--- src/rtl/wb_pkg.sv ---
// Shared widths and the queue entry type for the register-file writeback path.
package wb_pkg;
  localparam int DW = 32;
  localparam int AW = 5;
  localparam logic [AW-1:0] REG_ZERO = 5'd0;

  typedef struct packed {
    logic [AW-1:0] rd;
    logic [DW-1:0] data;
  } wb_entry_t;
endpackage

--- src/rtl/wb_fwd_match.sv ---
// Youngest-match search over the writeback queue for one decode operand index.
module wb_fwd_match
  import wb_pkg::*;
#(
  parameter int DEPTH = 4,
  localparam int PTRW = $clog2(DEPTH)
) (
  input  wb_entry_t [DEPTH-1:0] ent,
  input  logic [DEPTH-1:0]      vld,
  input  logic [PTRW-1:0]       rd_ptr,
  input  logic [AW-1:0]         idx,
  output logic                  hit,
  output logic [DW-1:0]         fwd
);
  logic [PTRW-1:0] slot;

  // Walk oldest to youngest so the last match seen is the youngest.
  always_comb begin
    hit  = 1'b0;
    fwd  = '0;
    slot = '0;
    for (int k = 0; k < DEPTH; k++) begin
      slot = rd_ptr + PTRW'(k);
      if (vld[slot] && ent[slot].rd == idx && idx != REG_ZERO) begin
        hit = 1'b1;
        fwd = ent[slot].data;
      end
    end
  end
endmodule

--- src/rtl/writeback_queue.sv ---
// In-order writeback queue: accepts Mem/Ex results, drains one per cycle to the
// register file write port, and forwards pending data to decode.
module writeback_queue
  import wb_pkg::*;
#(
  parameter int DEPTH = 4
) (
  input  logic                     Clk,
  input  logic                     Rst_n,
  input  logic                     Mem_valid,
  input  logic [AW-1:0]            Mem_rd,
  input  logic [DW-1:0]            Mem_data,
  output logic                     Mem_ready,
  input  logic                     Ex_valid,
  input  logic [AW-1:0]            Ex_rd,
  input  logic [DW-1:0]            Ex_data,
  output logic                     Ex_ready,
  input  logic                     Wb_en,
  output logic [DW-1:0]            PW,
  output logic [AW-1:0]            RW,
  output logic                     LE,
  input  logic [AW-1:0]            Chk_ra,
  input  logic [AW-1:0]            Chk_rb,
  output logic                     Hit_a,
  output logic                     Hit_b,
  output logic [DW-1:0]            Fwd_a,
  output logic [DW-1:0]            Fwd_b,
  output logic [$clog2(DEPTH):0]   Count,
  output logic                     Full,
  output logic                     Empty
);
  localparam int PTRW = $clog2(DEPTH);
  localparam int CW   = PTRW + 1;

  wb_entry_t [DEPTH-1:0] q;
  logic [PTRW-1:0]       rd_ptr, wr_ptr, ex_slot, off;
  logic [CW-1:0]         cnt;
  logic [DEPTH-1:0]      vld;
  logic                  mem_nz, ex_nz, mem_push, ex_push, pop;
  logic [1:0][AW-1:0]    chk;
  logic [1:0]            hit_raw;
  logic [1:0][DW-1:0]    fwd_raw;

  assign mem_nz = Mem_rd != REG_ZERO;
  assign ex_nz  = Ex_rd != REG_ZERO;

  // Credit comes from the registered count only; a same-cycle pop is not counted.
  assign Mem_ready = Rst_n && (cnt < CW'(DEPTH));
  assign Ex_ready  = Rst_n && ((cnt + CW'(Mem_valid & mem_nz)) < CW'(DEPTH));

  assign mem_push = Mem_valid & Mem_ready & mem_nz;
  assign ex_push  = Ex_valid & Ex_ready & ex_nz;
  assign ex_slot  = wr_ptr + PTRW'(mem_push);

  assign Empty = cnt == '0;
  assign Full  = cnt == CW'(DEPTH);
  assign Count = cnt;
  assign pop   = Rst_n & Wb_en & ~Empty;
  assign LE    = pop;
  assign PW    = q[rd_ptr].data;
  assign RW    = q[rd_ptr].rd;

  always_ff @(posedge Clk) begin
    if (!Rst_n) begin
      rd_ptr <= '0;
      wr_ptr <= '0;
      cnt    <= '0;
    end else begin
      rd_ptr <= rd_ptr + PTRW'(pop);
      wr_ptr <= wr_ptr + PTRW'(mem_push) + PTRW'(ex_push);
      cnt    <= cnt + CW'(mem_push) + CW'(ex_push) - CW'(pop);
    end
  end

  // Mem is the older instruction, so it takes the lower slot.
  always_ff @(posedge Clk) begin
    if (mem_push) q[wr_ptr]  <= '{rd: Mem_rd, data: Mem_data};
    if (ex_push)  q[ex_slot] <= '{rd: Ex_rd, data: Ex_data};
  end

  always_comb begin
    vld = '0;
    off = '0;
    for (int i = 0; i < DEPTH; i++) begin
      off    = PTRW'(i) - rd_ptr;
      vld[i] = CW'(off) < cnt;
    end
  end

  assign chk = {Chk_rb, Chk_ra};

  for (genvar g = 0; g < 2; g++) begin : g_fwd
    wb_fwd_match #(.DEPTH(DEPTH)) u_fwd (
      .ent    (q),
      .vld    (vld),
      .rd_ptr (rd_ptr),
      .idx    (chk[g]),
      .hit    (hit_raw[g]),
      .fwd    (fwd_raw[g])
    );
  end

  assign Hit_a = Rst_n & hit_raw[0];
  assign Hit_b = Rst_n & hit_raw[1];
  assign Fwd_a = Hit_a ? fwd_raw[0] : '0;
  assign Fwd_b = Hit_b ? fwd_raw[1] : '0;
endmodule
--- config.mk ---
export PLATFORM = sky130hd
export DESIGN_NAME = writeback_queue
export DESIGN_NICKNAME = d
export VERILOG_FILES = /design/src/rtl/wb_pkg.sv /design/src/rtl/wb_fwd_match.sv /design/src/rtl/writeback_queue.sv
export SDC_FILE = /design/constraint.sdc
export NUM_CORES = 1
export LEC_CHECK = 0
export CAP_MARGIN = 5
export CORE_AREA = 3 3 159 161
export DETAILED_ROUTE_END_ITERATION = 10
export DIE_AREA = 0 0 162 164
export PLACE_DENSITY_LB_ADDON = 0.08
export SLEW_MARGIN = 10
export SYNTH_ARGS = -nofsm -noshare
export SYNTH_HDL_FRONTEND = slang
export SYNTH_SLANG_ARGS = --single-unit
--- constraint.sdc ---
create_clock -name Clk -period 7.22 [get_ports Clk]
set_input_delay 1.444 -clock Clk [delete_from_list [all_inputs] [get_ports Clk]]
set_output_delay 1.444 -clock Clk [all_outputs]
set_load 0.03 [all_outputs]
Yosys cells after proc, flatten, opt, wreduce, memory -nomap -nowiden
Cells that the tools add are included.
{"block": "totals", "reg_bits": 155, "latch_bits": 0, "ram_bits": 0, "rom_bits": 0, "inputBits": 89, "output_inout_bits": 111, "wordCells": 125, "mem_count": 0}
{"block": "classes", "addsub": 14, "mul": 0, "div": 0, "order_cmp": 14, "eq_ne": 9, "n_shift": 0, "muxes": 42, "bitwise": 10, "n_reduce_logical": 25}
{"operator": "32-bit 2-to-1 mux", "count": 10}
{"operator": "37-bit binary-select mux with 2-bit select", "count": 4}
{"operator": "148-bit bitwise mux", "count": 2}
{"operator": "148-bit 2-to-1 mux", "count": 2}
{"operator": "37-bit 2-to-1 mux", "count": 6}
{"operator": "37-bit demux with 2-bit select", "count": 2}
{"operator": "5-bit equality test", "count": 8}
{"operator": "1-bit logical AND", "count": 20}
{"operator": "5-bit nonzero test", "count": 4}
{"operator": "2-bit by 3-bit < comparator with 1-bit output, second input constant", "count": 6}
{"operator": "2-bit by 3-bit < comparator with 1-bit output", "count": 4}
{"operator": "1-bit 2-to-1 mux", "count": 12}
{"operator": "3-bit by 1-bit adder with 3-bit output", "count": 3}
{"operator": "1-bit bitwise AND", "count": 9}
{"operator": "1-bit binary-select mux with 2-bit select", "count": 4}
{"operator": "2-bit by 1-bit adder with 2-bit output", "count": 3}
{"operator": "3-bit < comparator, second input constant", "count": 2}
{"operator": "2-bit adder, second input constant", "count": 2}
{"operator": "2-bit by 1-bit >= comparator with 1-bit output, second input constant", "count": 2}
{"operator": "1-bit by 2-bit subtractor with 2-bit output, first input constant", "count": 2}
{"operator": "2-bit subtractor, first input constant", "count": 2}
{"operator": "3-bit equality test, second input constant", "count": 1}
{"operator": "3-bit zero test", "count": 1}
{"operator": "3-bit by 1-bit subtractor with 3-bit output", "count": 1}
{"operator": "2 further kinds", "count": 2}

Depth between registers and ports, before layout
Gate-level depths: netlist of run 1.
{"block": "logic_depth", "ltp_word": 12, "depth_mapped": 19, "mapped_depth_nobuf": 10}

By module
From an unflattened synthesis of run 1, not the netlist that was laid out.
{"block": "hier_totals", "hier_cells": 1989, "hier_area_um2": 19673.9}
{"mod": "wb_fwd_match", "n_inst": 2, "cells_each": 654, "area_each_um2": 5387.7, "seq_area_each_um2": 0.0}
{"mod": "writeback_queue", "n_inst": 1, "cells_each": 681, "area_each_um2": 8898.5, "seq_area_each_um2": 3103.0}

Least setup slack after synthesis of run 1
OpenSTA, ideal clock, no wires.
{"block": "synth_path", "kind": "register to output", "from": "register rd_ptr[0]", "to": "output port Fwd_a[25]", "arrival_time_ps": 4638, "required_ps": 5776, "setup_slack_ps": 1138, "stages_incl_launch_ff": 19, "n_path_buf": 9, "path_cell_list": "dfxtp_1 > buf_4 > buf_6 > buf_4 > buf_2 > buf_2 > buf_1 > buf_1 > xor2_1 > inv_1 > ha_1 > nor2_1 > or4_4 > nand3_1 > a211o_1 > buf_2 > clkbuf_1 > nor3_1 > nor4b_1"}
{"block": "synth_via", "elab_chain_len": 12, "elab_cells_between_ends": 49, "cone_classes": "add/sub: 7; order compare: 4; eq/ne: 4; mux: 25; bitwise: 1; reduce/logical: 8"}
{"element": "from (decl)", "line": "writeback_queue.sv:36", "rtl": "logic [PTRW-1:0] rd_ptr, wr_ptr, ex_slot, off;"}
{"element": "from (signal assigned)", "line": "writeback_queue.sv:69", "rtl": "rd_ptr <= rd_ptr + PTRW'(pop);"}
{"element": "1-bit by 2-bit subtractor with 2-bit output / 2-bit subtractor (equally long branches)", "line": "writeback_queue.sv:85", "rtl": "off = PTRW'(i) - rd_ptr;"}
{"element": "2-bit by 3-bit < comparator with 1-bit output", "line": "writeback_queue.sv:86", "rtl": "vld[i] = CW'(off) < cnt;"}
{"element": "1-bit binary-select mux with 2-bit select", "line": "wb_fwd_match.sv:24", "rtl": "if (vld[slot] && ent[slot].rd == idx && idx != REG_ZERO) begin"}
{"element": "1-bit 2-to-1 mux (not written as such)", "line": "wb_fwd_match.sv:24"}
{"element": "1-bit logical AND (2 in series)", "line": "wb_fwd_match.sv:24"}
{"element": "1-bit 2-to-1 mux (4 in series)", "line": "wb_fwd_match.sv:24"}
{"element": "1-bit bitwise AND", "line": "writeback_queue.sv:103", "rtl": "assign Hit_a = Rst_n & hit_raw[0];"}
{"element": "32-bit 2-to-1 mux (*)", "line": "writeback_queue.sv:105", "rtl": "assign Fwd_a = Hit_a ? fwd_raw[0] : '0;"}
{"element": "to (decl)", "line": "writeback_queue.sv:26", "rtl": "output logic [DW-1:0] Fwd_a,"}
Every way passes the cells marked *; elsewhere a longest branch is shown, timed or not. The select of a mux whose other input is x is not followed.

Worst setup path in the final report of run 1
{"block": "layout_path", "from": "input port Chk_rb[0]", "to": "output port Fwd_b[31]"}
{"block": "layout_via", "elab_chain_len": 9, "elab_cells_between_ends": 23, "cone_classes": "eq/ne: 4; mux: 9; bitwise: 1; reduce/logical: 9"}
{"element": "from (decl)", "line": "writeback_queue.sv:23", "rtl": "input logic [AW-1:0] Chk_rb,"}
{"element": "5-bit equality test", "line": "wb_fwd_match.sv:24"}
{"element": "1-bit logical AND (2 in series)", "line": "wb_fwd_match.sv:24"}
{"element": "1-bit 2-to-1 mux (4 in series)", "line": "wb_fwd_match.sv:24"}
{"element": "1-bit bitwise AND", "line": "writeback_queue.sv:104", "rtl": "assign Hit_b = Rst_n & hit_raw[1];"}
{"element": "32-bit 2-to-1 mux (*)", "line": "writeback_queue.sv:106", "rtl": "assign Fwd_b = Hit_b ? fwd_raw[1] : '0;"}
{"element": "to (decl)", "line": "writeback_queue.sv:27", "rtl": "output logic [DW-1:0] Fwd_b,"}
Every way passes the cells marked *; elsewhere a longest branch is shown, timed or not.

==> results of run 1 <==
## synth_stat cells, types with 3 or more instances
| cell | instances | share of area (%) |
|---|---|---|
| mux2i_1 | 231 | 17 |
| o21ai_0 | 192 | 7.2 |
| nand2_1 | 181 | 5.1 |
| a21oi_1 | 171 | 6.4 |
| dfxtp_1 | 155 | 23 |
| nor2_1 | 122 | 3.4 |
| clkbuf_1 | 98 | 2.8 |
| mux2_2 | 65 | 5.5 |
| a211oi_1 | 62 | 3.5 |
| inv_1 | 46 | 1.3 |
| nor3_1 | 46 | 1.7 |
| buf_2 | 39 | 1.5 |
| a2111oi_0 | 31 | 2.0 |
| and3_1 | 31 | 1.5 |
| xnor2_1 | 31 | 2.0 |
| o211a_1 | 30 | 2.3 |
| o22ai_1 | 30 | 1.4 |
| buf_1 | 23 | 0.65 |
| mux4_2 | 17 | 2.9 |
| and2_1 | 10 | 0.47 |
| xor2_1 | 10 | 0.66 |
| ha_1 | 8 | 0.75 |
| buf_6 | 7 | 0.59 |
| o21ai_1 | 7 | 0.26 |
| buf_4 | 6 | 0.34 |
| nand3_1 | 6 | 0.23 |
| nor2b_1 | 6 | 0.28 |
| nand4_1 | 5 | 0.24 |
| or3_1 | 4 | 0.19 |
| a211o_1 | 3 | 0.20 |
| a31oi_1 | 3 | 0.14 |
| mux2_1 | 3 | 0.25 |
| nor3b_1 | 3 | 0.17 |
| nor4_1 | 3 | 0.14 |
| o211ai_1 | 3 | 0.17 |
| o31a_1 | 3 | 0.20 |
## logic make-up after synthesis
logic type                 synth area share [%]
buffers and inverters                      7.16
and+or+nand+nor                            14.3
DFF                                        23.3
AOI/OAI and AO/OA                          25.4
adders and majority gates                  1.05
muxes                                      26.0
xor gates and xnor gates                   2.70
## power by group
part | switching, mW | internal, mW | total, mW
Combinational | 2.18 | 1.43 | 3.62
Clock | 0.400 | 0.613 | 1.01
Sequential | 0.401 | 1.31 | 1.71
## final cells by class
| type | instances | area [um2] | share of cell area, % |
|---|---|---|---|
| Multi-Input combinational cell | 1353 | 9330 | 58.9 |
| Sequential cell | 155 | 3110 | 19.6 |
| Timing Repair Buffer | 236 | 2170 | 13.7 |
| Clock buffer | 20 | 468 | 2.95 |
| Tap cell | 324 | 405 | 2.56 |
| Inverter | 48 | 181 | 1.15 |
| Clock inverter | 11 | 180 | 1.14 |
## how the worst max path moves through the flow
stage / startpoint / end / cells past startpoint
finish: Chk_rb[0] / Fwd_b[31] / 9
global route: Chk_rb[0] / Fwd_b[31] / 9
CTS: Chk_rb[0] / Fwd_b[3] / 9
detailed placement: Chk_rb[0] / Fwd_b[31] / 9
global placement: Chk_rb[0] / Fwd_b[31] / 9
floorplan: rd_ptr[0] / Fwd_a[25] / 18
## routing by layer
metal | global-route usage (%) | wire [um] | share of wire [%]
met5 | 0 | 12 | 0.027
met4 | 11.0 | 1390 | 3.1
met3 | 6.58 | 3980 | 8.8
met2 | 53.1 | 20300 | 45
met1 | 44.4 | 19400 | 43
## state kept, by name (all words and copies together), names as in the netlist
name / cells
q: 148
Count: 3
rd_ptr: 2
wr_ptr: 2
## through the flow
| stage | utilization (%) | power, mW |
|---|---|---|
| after floorplan | - | 4.14 |
| after global placement | 63.0 | 5.15 |
| after detailed placement | 63.0 | 5.26 |
| after CTS | 65.7 | 6.28 |
| after global routing | 65.7 | 6.76 |
| final | 65.7 | 6.34 |
## worst reg2reg max path: cells and delay by family (launching register included)
kind | cells | cell delay, ns
adders and majority gates | 1 | 0.22
xor gates and xnor gates | 1 | 0.35
and+or+nand+nor | 3 | 0.92
DFF | 1 | 0.57
AOI/OAI and AO/OA | 2 | 0.38
buffers and inverters | 2 | 0.78
==> metrics.md, run 1 <==
| Metric | Value |
|---|---|
| Max VDD drop | `0.000216 V` |
| N_diodes | `0` |
| Worst Setup Start Kind | `primary input` |
| Unrepaired setup endpoints after global routing | `false` |
| Top Ports | `200` |
| Final Max Tran Viols | `0` |
| Finish-stage setup viols | `0` |
| Req. time, crit path | `5.78 ns` |
| Sequential area share after synthesis | `23.3%` |
| CP max FO | `32` |
| Crit-path slowest cell | `clkdlybuf4s50_1` |
| Min-Delay Endpoint | `q[26]` |
| Buffer depth of the longest clock path | `2` |
| Root Buffer | `clkbuf_16` |
| Row count | `57` |
| Die X | `162 um` |
| HP Class | `reg -> reg` |
| DRT Pass-1 Iters | `8` |
| Cts bufs inserted | `17` |
| # Max-Cap Violations | `0` |
| Via-to-Cell Ratio | `6.36` |
| Outcome | `finished, final reports clean` |
| Cells after Synth | `1729` |
| WP buf/inv | `3` |
| Distinct cells, synth | `66` |
| Postcts setup bufs | `0` |
| Dpl ws | `0.904 ns` |
| CP arrival | `5.01 ns` |
| Worst reg2reg startpoint | `Count[2]` |
| Commonest non-fill, non-tap cells in the layout | `mux2i_1 (230), o21ai_0 (192), nand2_1 (180)` |
| CTS tree | `done` |
| Area delta synth->final | `19.0%` |
| Dpl hpwl | `29.9 mm` |
| Fin crit period | `6.45 ns` |
| Hold path start | `q[26]` |
| Power Density | `400 nW/um2` |
| Commonest non-fill, non-tap cell in the layout | `mux2i_1` |
| Syn nets | `1828` |
| Total global routing overflow | `0` |
| Fin Hold WS | `0.550 ns` |
| Reg2reg path depth | `9` |
| WS Path Type | `in -> out` |
| FFs w/ async S/R, synth | `0%` |
| Drt drc | `0` |
| Post_cts resized | `0` |
| Setup Skew | `0.0120 ns` |
| ANT nets after route | `0` |
| Total core area | `24100 um2` |
| Worst-Skew Late Latency | `0.44 ns` |
| Hold path cells | `2` |
| Setup ws final | `0.770 ns` |
| Slew @ Worst Pin | `1.17 ns` |
| Starting Density | `55.2%` |
| Total Neg Setup Slack | `0 ns` |
| Total wire length | `45.0 mm` |
| Max stage delay on crit path | `0.70 ns` |
| Synth Register Bits | `155` |
| Vias in the first global route | `12900` |
| Fin crit share | `89.3%` |
| DIE HEIGHT | `164 um` |
| Post-route cell area | `15800 um2` |
| Dpl cell area | `15200 um2` |
| Synthesized area per cell | `7.70 um2` |
| Worst r2r dst | `q[24]` |
| Gp weighted congestion | `0.890` |
| Placed Instances | `2116` |
| Ys Warns | `0` |
| Max-slew headroom | `22.0%` |
| CTS sink count | `155` |
| Final non-filler cell total | `2147` |
| Fmax | `155 MHz` |
| Buffers on Ports | `199` |
| Hold_buf cts | `0` |
| Vias | `13700` |
| Critical-path cell list | `clkdlybuf4s50_1, nor4_1, nor2_1, mux2_2, and2_1, o41ai_4, buf_4, a311oi_1, buf_12` |
| Largest net degree at the start of global routing | `92` |
| Critical Path End Type | `output pin` |
| Wire per inst | `21.0 um` |
| H-tree levels | `4` |
| Layout cell share with drive strength beyond 1 | `12.9%` |
| Synthesized cell area | `13300 um2` |
| Drt initial violations | `1489` |
| Die Area | `26600 um2` |
| Post-synth EDFFs | `0` |
| Initial antenna violation count | `1` |
| Worst R2R Setup Slack | `3.95 ns` |
| Pleak | `6.42 nW` |
| Critical path's top delay family | `buffers and inverters` |
| GRT Total Usage | `33.0%` |
| Top FF cell, synth | `dfxtp_1` |
| # nets final | `1910` |
| Clock slew at reported path FFs | `0.07 ns` |
| Fillcell total | `2111` |
| Hold Vio Cnt, Final | `0` |
| First-pass GRT wire length | `70.3 mm` |
Note: power is estimated with default switching activity, not from simulation.
==> run 2, diff against run 1 <==
--- a/config.mk
+++ b/config.mk
@@ -6,9 +6,9 @@
 export NUM_CORES = 1
 export LEC_CHECK = 0
 export CAP_MARGIN = 5
-export CORE_AREA = 3 3 159 161
+export CORE_AREA = 2 2 158 160
 export DETAILED_ROUTE_END_ITERATION = 10
-export DIE_AREA = 0 0 162 164
+export DIE_AREA = 0 0 160 162
 export PLACE_DENSITY_LB_ADDON = 0.08
 export SLEW_MARGIN = 10
 export SYNTH_ARGS = -nofsm -noshare
==> run 2 against run 1 <==
Routed wire length up 0.53%. Cell area is essentially flat. Combinational power barely moved. Sequential power about the same. Maximum frequency shrank 3.1%. Count of clock-buffer cells in the layout decreased by 1. Flip-flop and latch count stayed put.
==> metrics.md, run 2 (synthesis gave the netlist of run 1 again) <==
| Metric | Value |
|---|---|
| Outcome | `finished, final reports clean` |
| Final Max Tran Viols | `0` |
| Dpl hpwl | `29.5 mm` |
| DRT Pass-1 Iters | `6` |
| Final non-filler cell total | `2145` |
| # Max-Cap Violations | `0` |
| Vias in the first global route | `12900` |
| CP arrival | `5.21 ns` |
| Area delta synth->final | `19.0%` |
| H-tree levels | `4` |
| Post-route cell area | `15800 um2` |
| Layout cell share with drive strength beyond 1 | `11.1%` |
| Hold_buf cts | `0` |
| HP Class | `reg -> reg` |
| Fin crit period | `6.66 ns` |
| Buffers on Ports | `199` |
| Switching share of power | `47.9%` |
| First-pass GRT wire length | `70.1 mm` |
| Die Area | `25900 um2` |
| Min-Delay Endpoint | `q[0]` |
| WS Path Type | `in -> out` |
| Reg2reg path depth | `9` |
| CP max FO | `32` |
| Total Neg Setup Slack | `0 ns` |
| Power share of the clock group | `14.7%` |
| Total power | `6.25 mW` |
| Vias | `13800` |
| Postcts setup bufs | `0` |
| Max reg flops | `148` |
| Max-slew headroom | `22.2%` |
| Power Density | `394 nW/um2` |
| Hold Vio Cnt, Final | `0` |
| Pleak | `6.32 nW` |
| Dpl ws | `0.751 ns` |
| Combinational share of power | `57.8%` |
| Top register by number of flip-flops | `q` |
| Total global routing overflow | `0` |
| Core Util, Final | `65.7%` |
| Worst reg2reg startpoint | `Count[2]` |
| Setup ws final | `0.561 ns` |
| Starting Density | `55.2%` |
| Worst R2R Setup Slack | `3.98 ns` |
| Worst r2r dst | `q[11]` |
| Total core area | `24100 um2` |
| Hold path start | `q[0]` |
| Fin Hold WS | `0.553 ns` |
| CTS sink count | `155` |
| Die X | `160 um` |
| Sw power | `2.99 mW` |
| Slew @ Worst Pin | `1.16 ns` |
| Worst Setup Start Kind | `primary input` |
| Commonest non-fill, non-tap cell in the layout | `mux2i_1` |
| Wire per inst | `21.1 um` |
| Row count | `57` |
| Drt initial violations | `1641` |
| Internal Power | `3.25 mW` |
| Req. time, crit path | `5.78 ns` |
| Via-to-Cell Ratio | `6.43` |
| ANT nets after route | `0` |
| Max VDD drop | `0.000237 V` |
| Placed Instances | `2113` |
| Buffer depth of the longest clock path | `2` |
| Largest net degree at the start of global routing | `65` |
| CTS tree | `done` |
| Fin crit share | `92.2%` |
| Part of the power in registers | `27.5%` |
| Dpl cell area | `15300 um2` |
| Top Ports | `200` |
| Finish-stage setup viols | `0` |
| Cts bufs inserted | `17` |
| Setup Skew | `0.00700 ns` |
| Unrepaired setup endpoints after global routing | `false` |
| Initial antenna violation count | `0` |
| Worst-Skew Late Latency | `0.43 ns` |
| DIE HEIGHT | `162 um` |
| N_diodes | `0` |
| Gp weighted congestion | `0.906` |
| GRT Total Usage | `33.8%` |
| Post_cts resized | `0` |
| # nets final | `1907` |
| Hold path cells | `2` |
| Critical Path End Type | `output pin` |
| Clock slew at reported path FFs | `0.06 ns` |
| Root Buffer | `clkbuf_16` |
| Drt drc | `0` |
| Fmax | `150 MHz` |
| Commonest non-fill, non-tap cells in the layout | `mux2i_1 (230), o21ai_0 (192), nand2_1 (180)` |
| Total wire length | `45.3 mm` |
==> run 2: cell types whose count changed in the layout (fill, tap and decap cells not counted), sizes merged <==
cell and delta:
clkinvlp +1, clkbuf -1, bufinv -2, buf -32
clkdlybuf4s50 +29, clkinv +3
==> run 2: how the worst max path moves through the flow <==
stage	start	end	slack [ns]	depth (start not counted)
after floorplan	rd_ptr[0]	Fwd_a[25]	1.14	18
after global placement	Chk_rb[0]	Fwd_b[25]	0.86	9
after detailed placement	Chk_rb[0]	Fwd_b[25]	0.75	9
after CTS	Chk_rb[0]	Fwd_b[25]	0.73	9
after global routing	Chk_rb[0]	Fwd_b[17]	0.54	10
final	Chk_rb[0]	Fwd_b[25]	0.56	9
==> run 2: power by group through the flow <==
stage	clock network, mW	registers [mW]	logic, mW
after global routing	0.953	1.79	3.90
after global placement	0	1.69	3.45
after floorplan	0	1.58	2.56
after detailed placement	0	1.72	3.52
final	0.920	1.72	3.61
after CTS	0.926	1.71	3.54
==> run 2: metal layers <==
layer  vias up  share of wire (%)  GRT usage [%]  wire, um
met3       135                8.9           5.98      4020
li1       6471                  -              -         -
met1      6402                 43           44.8     19300
met5         -                  0              0         0
met2       774                 45           55.2     20500
met4         0                3.1           12.9      1410
==> run 2: layout make-up <==
type	instances	area [um2]
fill	2115	8270
clock inverter	13	143
clock buffer	19	433
tap	324	405
sequential	155	3110
multi-input combinational	1353	9350
inverter	48	181
timing repair buffer	233	2220
==> run 2: critical path, stage by stage <==
cell             delay [ns]
clkdlybuf4s50_1        0.70
nor4_1                 0.17
nor2_1                 0.23
mux2_2                 0.70
and2_1                 0.33
buf_4                  0.33
a21oi_1                0.09
a211oi_1               0.44
clkdlybuf4s50_1        0.76
==> run 3, diff against run 2 <==
--- a/config.mk
+++ b/config.mk
@@ -10,6 +10,7 @@
 export DETAILED_ROUTE_END_ITERATION = 10
 export DIE_AREA = 0 0 160 162
 export PLACE_DENSITY_LB_ADDON = 0.08
+export SKIP_LAST_GASP = 1
 export SLEW_MARGIN = 10
 export SYNTH_ARGS = -nofsm -noshare
 export SYNTH_HDL_FRONTEND = slang
==> results of run 3 <==
Final layout, timing and power as in run 2 (identical DEF).
